**src/rtl/dense_layer_par_if.sv**
```systemverilog
// Read ports of the X, W and B RAMs and the Y RAM write port.
// The master side is the layer engine; the slave side is the memory.
interface dense_layer_par_if #(
    parameter int DW    = 16,
    parameter int LANES = 4,
    parameter int XA    = 4,
    parameter int WA    = 8,
    parameter int GA    = 4,
    parameter int YA    = 6
);
    logic                  x_cs;
    logic [XA-1:0]         x_addr;
    logic [DW-1:0]         x_dout;
    logic                  w_cs;
    logic [WA-1:0]         w_addr;
    logic [LANES*DW-1:0]   w_dout;
    logic                  b_cs;
    logic [GA-1:0]         b_addr;
    logic [LANES*DW-1:0]   b_dout;
    logic                  y_cs;
    logic                  y_we;
    logic [YA-1:0]         y_addr;
    logic [DW-1:0]         y_din;

    modport master (
        output x_cs, x_addr, input x_dout,
        output w_cs, w_addr, input w_dout,
        output b_cs, b_addr, input b_dout,
        output y_cs, y_we, y_addr, y_din
    );

    modport slave (
        input x_cs, x_addr, output x_dout,
        input w_cs, w_addr, output w_dout,
        input b_cs, b_addr, output b_dout,
        input y_cs, y_we, y_addr, y_din
    );
endinterface

```
**src/rtl/dense_layer_par.sv**
```systemverilog
// Fully-connected layer engine: LANES neurons per group, rounded and
// saturated requantisation, linear / ReLU / leaky-ReLU output.
module dense_layer_par #(
    parameter int DW      = 16,
    parameter int FRAC    = 8,
    parameter int ACC_W   = 40,
    parameter int LANES   = 4,
    parameter int MAX_IN  = 16,
    parameter int MAX_OUT = 64,
    localparam int XA = $clog2(MAX_IN),
    localparam int GA = $clog2((MAX_OUT + LANES - 1) / LANES),
    localparam int WA = $clog2(MAX_IN * ((MAX_OUT + LANES - 1) / LANES)),
    localparam int YA = $clog2(MAX_OUT)
) (
    input  logic            clk,
    input  logic            rst_n,
    input  logic            start,
    input  logic [XA:0]     cfg_in_size,
    input  logic [YA:0]     cfg_out_size,
    input  logic [1:0]      act_sel,
    output logic            busy,
    output logic            done,
    output logic            err,
    output logic            sat,
    dense_layer_par_if.master ram
);

    localparam int KW = (LANES > 1) ? $clog2(LANES) : 1;

    localparam logic signed [ACC_W-1:0] YMAX =
        {{(ACC_W-DW+1){1'b0}}, {(DW-1){1'b1}}};
    localparam logic signed [ACC_W-1:0] YMIN =
        {{(ACC_W-DW+1){1'b1}}, {(DW-1){1'b0}}};
    localparam logic signed [ACC_W-1:0] HALF =
        ACC_W'(1) << (FRAC - 1);

    typedef enum logic [2:0] {
        S_IDLE, S_LOAD, S_MAC, S_POST, S_WRITE, S_DONE
    } state_t;

    state_t state, nxt;

    logic [XA:0]    in_sz;
    logic [XA:0]    c;
    logic [YA:0]    out_sz;
    logic [1:0]     act;
    logic [GA-1:0]  g;
    logic [WA-1:0]  w_base;
    logic [YA-1:0]  y_base;
    logic [KW-1:0]  k;

    logic signed [ACC_W-1:0] acc [LANES];
    logic signed [DW-1:0]    yv  [LANES];

    logic signed [2*DW-1:0]  prod  [LANES];
    logic signed [ACC_W-1:0] pext  [LANES];
    logic signed [ACC_W-1:0] bext  [LANES];
    logic signed [ACC_W-1:0] rnd   [LANES];
    logic signed [DW-1:0]    sv    [LANES];
    logic signed [DW-1:0]    post  [LANES];
    logic                    any_clip;

    logic          cfg_bad;
    logic [YA-1:0] y_idx;
    logic          last_lane;
    logic          last_out;
    logic          c_last;

    assign cfg_bad = (cfg_in_size == '0)
                  || (cfg_in_size > (XA+1)'(MAX_IN))
                  || (cfg_out_size == '0)
                  || (cfg_out_size > (YA+1)'(MAX_OUT));

    assign y_idx     = y_base + YA'(k);
    assign last_lane = (k == KW'(LANES - 1));
    assign last_out  = ({1'b0, y_idx} == out_sz - 1'b1);
    assign c_last    = (c == in_sz - 1'b1);

    // Per-lane product, bias alignment and requantisation.
    always_comb begin
        any_clip = 1'b0;
        for (int l = 0; l < LANES; l++) begin
            prod[l] = $signed(ram.x_dout) * $signed(ram.w_dout[l*DW +: DW]);
            pext[l] = {{(ACC_W-2*DW){prod[l][2*DW-1]}}, prod[l]};
            bext[l] = {{(ACC_W-DW){ram.b_dout[l*DW+DW-1]}},
                       ram.b_dout[l*DW +: DW]} <<< FRAC;
            rnd[l]  = (acc[l] + HALF) >>> FRAC;
            sv[l]   = rnd[l][DW-1:0];
            if (rnd[l] > YMAX) begin
                sv[l]    = YMAX[DW-1:0];
                any_clip = 1'b1;
            end else if (rnd[l] < YMIN) begin
                sv[l]    = YMIN[DW-1:0];
                any_clip = 1'b1;
            end
            post[l] = sv[l];
            if (act == 2'd1 && sv[l] < 0) post[l] = '0;
            if (act == 2'd2 && sv[l] < 0) post[l] = sv[l] >>> 3;
        end
    end

    // State register.
    always_ff @(posedge clk or negedge rst_n) begin
        if (!rst_n) state <= S_IDLE;
        else        state <= nxt;
    end

    // Next state and RAM strobes.
    always_comb begin
        nxt        = state;
        busy       = 1'b0;
        done       = 1'b0;
        ram.x_cs   = 1'b0;
        ram.x_addr = '0;
        ram.w_cs   = 1'b0;
        ram.w_addr = '0;
        ram.b_cs   = 1'b0;
        ram.b_addr = '0;
        ram.y_cs   = 1'b0;
        ram.y_we   = 1'b0;
        ram.y_addr = '0;
        ram.y_din  = '0;
        unique case (state)
            S_IDLE: begin
                if (start) nxt = cfg_bad ? S_DONE : S_LOAD;
            end
            S_LOAD: begin
                busy       = 1'b1;
                ram.b_cs   = 1'b1;
                ram.b_addr = g;
                ram.x_cs   = 1'b1;
                ram.w_cs   = 1'b1;
                ram.w_addr = w_base;
                nxt        = S_MAC;
            end
            S_MAC: begin
                busy = 1'b1;
                if (c_last) begin
                    nxt = S_POST;
                end else begin
                    ram.x_cs   = 1'b1;
                    ram.x_addr = XA'(c + 1'b1);
                    ram.w_cs   = 1'b1;
                    ram.w_addr = w_base + WA'(c + 1'b1);
                end
            end
            S_POST: begin
                busy = 1'b1;
                nxt  = S_WRITE;
            end
            S_WRITE: begin
                busy       = 1'b1;
                ram.y_cs   = 1'b1;
                ram.y_we   = 1'b1;
                ram.y_addr = y_idx;
                ram.y_din  = yv[k];
                if (last_out)       nxt = S_DONE;
                else if (last_lane) nxt = S_LOAD;
            end
            S_DONE: begin
                done = 1'b1;
                nxt  = S_IDLE;
            end
            default: nxt = S_IDLE;
        endcase
    end

    // Config latch, counters, accumulators and sticky flags.
    always_ff @(posedge clk or negedge rst_n) begin
        if (!rst_n) begin
            in_sz  <= '0;
            out_sz <= '0;
            act    <= '0;
            c      <= '0;
            g      <= '0;
            k      <= '0;
            w_base <= '0;
            y_base <= '0;
            sat    <= 1'b0;
            err    <= 1'b0;
            for (int l = 0; l < LANES; l++) begin
                acc[l] <= '0;
                yv[l]  <= '0;
            end
        end else begin
            err <= (state == S_IDLE) && start && cfg_bad;
            unique case (state)
                S_IDLE: begin
                    if (start) begin
                        in_sz  <= cfg_in_size;
                        out_sz <= cfg_out_size;
                        act    <= act_sel;
                        sat    <= 1'b0;
                        g      <= '0;
                        w_base <= '0;
                        y_base <= '0;
                    end
                end
                S_LOAD: begin
                    c <= '0;
                    k <= '0;
                end
                S_MAC: begin
                    c <= c + 1'b1;
                    for (int l = 0; l < LANES; l++)
                        acc[l] <= ((c == '0) ? bext[l] : acc[l]) + pext[l];
                end
                S_POST: begin
                    for (int l = 0; l < LANES; l++) yv[l] <= post[l];
                    if (any_clip) sat <= 1'b1;
                end
                S_WRITE: begin
                    k <= k + 1'b1;
                    if (last_lane && !last_out) begin
                        g      <= g + 1'b1;
                        w_base <= w_base + WA'(in_sz);
                        y_base <= y_base + YA'(LANES);
                    end
                end
                default: ;
            endcase
        end
    end

endmodule
```
**src/flat_wrapper.sv**
```systemverilog
// flat-port wrapper written by rule: the top's interface ports become plain ports
module dense_layer_par_flat 
#(
    parameter int DW      = 16,
    parameter int FRAC    = 8,
    parameter int ACC_W   = 40,
    parameter int LANES   = 4,
    parameter int MAX_IN  = 16,
    parameter int MAX_OUT = 64,
    localparam int XA = $clog2(MAX_IN),
    localparam int GA = $clog2((MAX_OUT + LANES - 1) / LANES),
    localparam int WA = $clog2(MAX_IN * ((MAX_OUT + LANES - 1) / LANES)),
    localparam int YA = $clog2(MAX_OUT)
)
  (clk, rst_n, start, cfg_in_size, cfg_out_size, act_sel, busy, done, err, sat, ram_x_cs, ram_x_addr, ram_x_dout, ram_w_cs, ram_w_addr, ram_w_dout, ram_b_cs, ram_b_addr, ram_b_dout, ram_y_cs, ram_y_we, ram_y_addr, ram_y_din);
  dense_layer_par_if #(.DW(DW), .LANES(LANES)) ram_i ();
  input  logic clk;
  input  logic rst_n;
  input  logic start;
  input  logic [XA:0] cfg_in_size;
  input  logic [YA:0] cfg_out_size;
  input  logic [1:0] act_sel;
  output logic busy;
  output logic done;
  output logic err;
  output logic sat;
  output wire logic [$bits(ram_i.x_cs)-1:0] ram_x_cs;
  output wire logic [$bits(ram_i.x_addr)-1:0] ram_x_addr;
  input wire logic [$bits(ram_i.x_dout)-1:0] ram_x_dout;
  output wire logic [$bits(ram_i.w_cs)-1:0] ram_w_cs;
  output wire logic [$bits(ram_i.w_addr)-1:0] ram_w_addr;
  input wire logic [$bits(ram_i.w_dout)-1:0] ram_w_dout;
  output wire logic [$bits(ram_i.b_cs)-1:0] ram_b_cs;
  output wire logic [$bits(ram_i.b_addr)-1:0] ram_b_addr;
  input wire logic [$bits(ram_i.b_dout)-1:0] ram_b_dout;
  output wire logic [$bits(ram_i.y_cs)-1:0] ram_y_cs;
  output wire logic [$bits(ram_i.y_we)-1:0] ram_y_we;
  output wire logic [$bits(ram_i.y_addr)-1:0] ram_y_addr;
  output wire logic [$bits(ram_i.y_din)-1:0] ram_y_din;
  assign ram_x_cs = ram_i.x_cs;
  assign ram_x_addr = ram_i.x_addr;
  assign ram_i.x_dout = ram_x_dout;
  assign ram_w_cs = ram_i.w_cs;
  assign ram_w_addr = ram_i.w_addr;
  assign ram_i.w_dout = ram_w_dout;
  assign ram_b_cs = ram_i.b_cs;
  assign ram_b_addr = ram_i.b_addr;
  assign ram_i.b_dout = ram_b_dout;
  assign ram_y_cs = ram_i.y_cs;
  assign ram_y_we = ram_i.y_we;
  assign ram_y_addr = ram_i.y_addr;
  assign ram_y_din = ram_i.y_din;
  dense_layer_par #(.DW(DW), .FRAC(FRAC), .ACC_W(ACC_W), .LANES(LANES), .MAX_IN(MAX_IN), .MAX_OUT(MAX_OUT)) u_core (.clk(clk), .rst_n(rst_n), .start(start), .cfg_in_size(cfg_in_size), .cfg_out_size(cfg_out_size), .act_sel(act_sel), .busy(busy), .done(done), .err(err), .sat(sat), .ram(ram_i));
endmodule
```
**config.mk**
```make
export PLATFORM = sky130hd
export DESIGN_NAME = dense_layer_par_flat
export DESIGN_NICKNAME = d
export VERILOG_FILES = /design/src/rtl/dense_layer_par_if.sv /design/src/rtl/dense_layer_par.sv /design/src/flat_wrapper.sv
export SDC_FILE = /design/constraint.sdc
export NUM_CORES = 2
export LEC_CHECK = 0
export ABC_AREA = 1
export ABC_CLOCK_PERIOD_IN_PS = 18200
export BUFFER_PORTS_ARGS = -buffer_cell sky130_fd_sc_hd__buf_2
export CORE_ASPECT_RATIO = 2
export CORE_MARGIN = 2
export CORE_UTILIZATION = 40
export DETAILED_ROUTE_END_ITERATION = 16
export PLACE_DENSITY_LB_ADDON = 0.12
export SLEW_MARGIN = 40
export SYNTH_ARGS = -nofsm -noshare
export SYNTH_HDL_FRONTEND = slang
export SYNTH_SLANG_ARGS = --single-unit
```
**constraint.sdc**
```tcl
create_clock -name clk -period 18.2 [get_ports clk]
set_input_delay 1.82 -clock clk [delete_from_list [all_inputs] [get_ports clk]]
set_output_delay 1.82 -clock clk [all_outputs]
set_load 0.05 [all_outputs]
```
==> results.sh <==
export IMPL_root_buffer="clkbuf_16"
export IMPL_yosys_warnings=0
export IMPL_clock_path_buffers=3
export IMPL_layout_nets=11300
export IMPL_gp_congestion=1.01
export IMPL_drt_iter0_markers=2761
export IMPL_grt_pass1_wl_microns=399000
export IMPL_drt_pass1_iterations=6
export IMPL_hold_path_class="register to register"
export IMPL_detail_route_wl_per_cell_microns=22.6
export IMPL_synth_ff_type="dfrtp_1"
export IMPL_antenna_found_initial=21
export IMPL_yosys_area_top_type="fa_1"
export IMPL_die_area_sq_um=178000
export IMPL_syn_cell_area_sq_um=69600
export IMPL_start_kind="register"
export IMPL_wl_met3_microns=8230
export IMPL_clock_sinks=266
export IMPL_grt_max_degree=128
export IMPL_routed_wl_microns=263000
export IMPL_setup_worst_path_end="u_core.acc[159]"
export IMPL_fin_crit_sh=0.498
export IMPL_dieWidth_microns=299
export IMPL_clk_pin_slew_ps=70
export IMPL_cts_tree="yes"
export IMPL_ff2ff_path_depth=25
export IMPL_grt_pass1_vias=66400
export IMPL_max_freq_mhz=110
export IMPL_netlist_area_leader_share=0.380
export IMPL_io_buffers=207
export IMPL_die_y_microns=594
export IMPL_worstMarginPinSlew_ps=966
export IMPL_cts_hold_buffers=0
export IMPL_synthArstFlopShare=1.00
export IMPL_crit_path_start="u_core.c[0]"
export IMPL_grt_usage=0.304
export IMPL_met2_length_microns=146000
export IMPL_core_sq_um=173000
export IMPL_synth_edff_count=0
export IMPL_ys_seq_elements=266
export IMPL_required_ps=18660
export IMPL_cts_setup_buffers=0
export IMPL_rrSetupSlack_ps=9130
export IMPL_setup_tns_ps=0
export IMPL_setup_viol=0
export IMPL_finalHoldViolCount=0
export IMPL_htreeDepth=2
export IMPL_syn_to_final_growth_pct=6.09
export IMPL_synthTopCellsByCount="inv_1 (2,591), nand2_1 (2,288), fa_1 (1,322)"
export IMPL_crit_fanout=83
export IMPL_met1_length_microns=80300
export IMPL_worst_setup_path_type="register to register"
export IMPL_synth_area_leaders="fa_1 (38%), inv_1 (14%), nand2_1 (12%)"
export IMPL_netlist_cell_type_count=45
export IMPL_status="finished clean"
export IMPL_drcViolationCount=0
export IMPL_fill_cells=18400
export IMPL_viasPerCell=5.05
export IMPL_num_rows=216
export IMPL_cts_buffers=35
export IMPL_syn_area_per_cell_sq_um=7.43
export IMPL_hpwl_microns=221000
export IMPL_max_cap_viol_count=0
export IMPL_gr_total_overflow=0
export IMPL_drive_above_1_share=0.0485
export IMPL_cts_resized_gates=0
export IMPL_highest_signal_layer="met5"
export IMPL_rsz0062_at_grt="no"
export IMPL_synthCells=9371
export IMPL_vias=58700
export IMPL_r2r_end="u_core.acc[159]"
export IMPL_yosysMostFrequentCell="inv_1"
export IMPL_start_util=0.402
export IMPL_slew_headroom=0.349
export IMPL_slew_violations=0
export IMPL_min_period_ps=9070
export IMPL_drtAntennaViolNets=0
export IMPL_clk_latency_ps=630
export IMPL_critical_path_arrival_ps=9530
export IMPL_io_pin_count=208
export IMPL_synth_nets=11300
export IMPL_finClkSkew_ps=39.4
export IMPL_endpoint_kind="register"
export IMPL_ys_seq_area_frac=0.0956
export IMPL_r2r_start="u_core.c[0]"
-- per-stage QoR --
stage | cells | utilization | cell area, sq um | setup slack [ps] | hold slack (ps)
finish | 11600 | 0.427 | 73900 | 9130 | 476
CTS | 11600 | 0.427 | 73800 | 9270 | 478
floorplan | 9371 | - | 69600 | 10410 | 444
detailed placement | 11600 | 0.420 | 72600 | 8780 | 461
global placement | 11600 | 0.420 | 72600 | 8840 | 456
global route | 11600 | 0.427 | 73800 | 8730 | 492
-- routing by layer --
| metal | vias to the layer above | global-route usage |
|---|---|---|
| met5 | - | 0 |
| met2 | 1562 | 0.594 |
| met1 | 29300 | 0.269 |
| met3 | 832 | 0.0310 |
| met4 | 14 | 0.265 |
| li1 | 27000 | - |
-- cells by family (layout without fill, tap and decap cells) --
family	count (synthesis)	in the layout	synth area share
and+or+nand+nor	3279	3279	0.188
muxes	1	1	0.000144
DFF	266	266	0.0956
adders and majority gates	1804	1804	0.467
buffers and inverters	2958	2922	0.160
AOI/OAI and AO/OA	897	897	0.0686
other	0	8	0
xor gates and xnor gates	166	166	0.0209
-- state kept, by name (all words and copies together) (netlist names), 3 cells and up --
name           cells
u_core.state       3
u_core.y_base      4
u_core.in_sz       5
u_core.acc       160
u_core.c           5
u_core.out_sz      7
u_core.g           4
u_core.w_base      8
u_core.yv         64
-- cells in the final DEF (no fill, tap or decap), types with 74 or more instances in the layout --
master      n
nand3_1   225
ha_1      482
fa_1     1321
nand2_1  2287
xor2_1     87
a21oi_1   314
nor2_1    572
dfrtp_1   266
buf_2     205
o21ai_0   404
inv_1    2585
xnor2_1    74
-- worst max-delay path: stages (launching register included) --
cell and delay, ps:
dfrtp_1 420, inv_1 190, ha_1 230, nand4_4 100, buf_4 260, inv_6 510
buf_4 540, buf_4 670, nand2_1 120, o21ai_1 480, ha_1 380, fa_1 430
fa_1 520, fa_1 550, inv_1 50, fa_1 570, inv_1 60, ha_1 390
a21o_1 280, a31oi_1 600, o21ai_0 300, o21ai_0 400, o2111ai_1 290, or2_0 270
nand3_1 60, o21ai_0 100
-- worst min-delay path by stage --
stage | from | end | depth (start not counted)
after detailed placement | u_core.yv[1] | u_core.yv[1] | 2
final | u_core.sat | u_core.sat | 2
after CTS | u_core.yv[1] | u_core.yv[1] | 2
after global routing | u_core.yv[49] | u_core.yv[49] | 2
after global placement | u_core.sat | u_core.sat | 2
after floorplan | u_core.yv[48] | u_core.yv[48] | 2
-- area by class of cell --
type,instances,area [sq um],area share
clock inverters,18,209,0.00283
repair buffers,263,1500,0.0203
inverters,2599,9760,0.132
well taps,2289,2860,0.0388
diodes,8,20.0,0.000271
multi-input cells,6147,51900,0.703
flip-flops and latches,266,6660,0.0901
clock buffers,42,952,0.0129
Power is not shown: default switching activity piles up to over one toggle a cycle in this logic, so the estimate is an artifact.
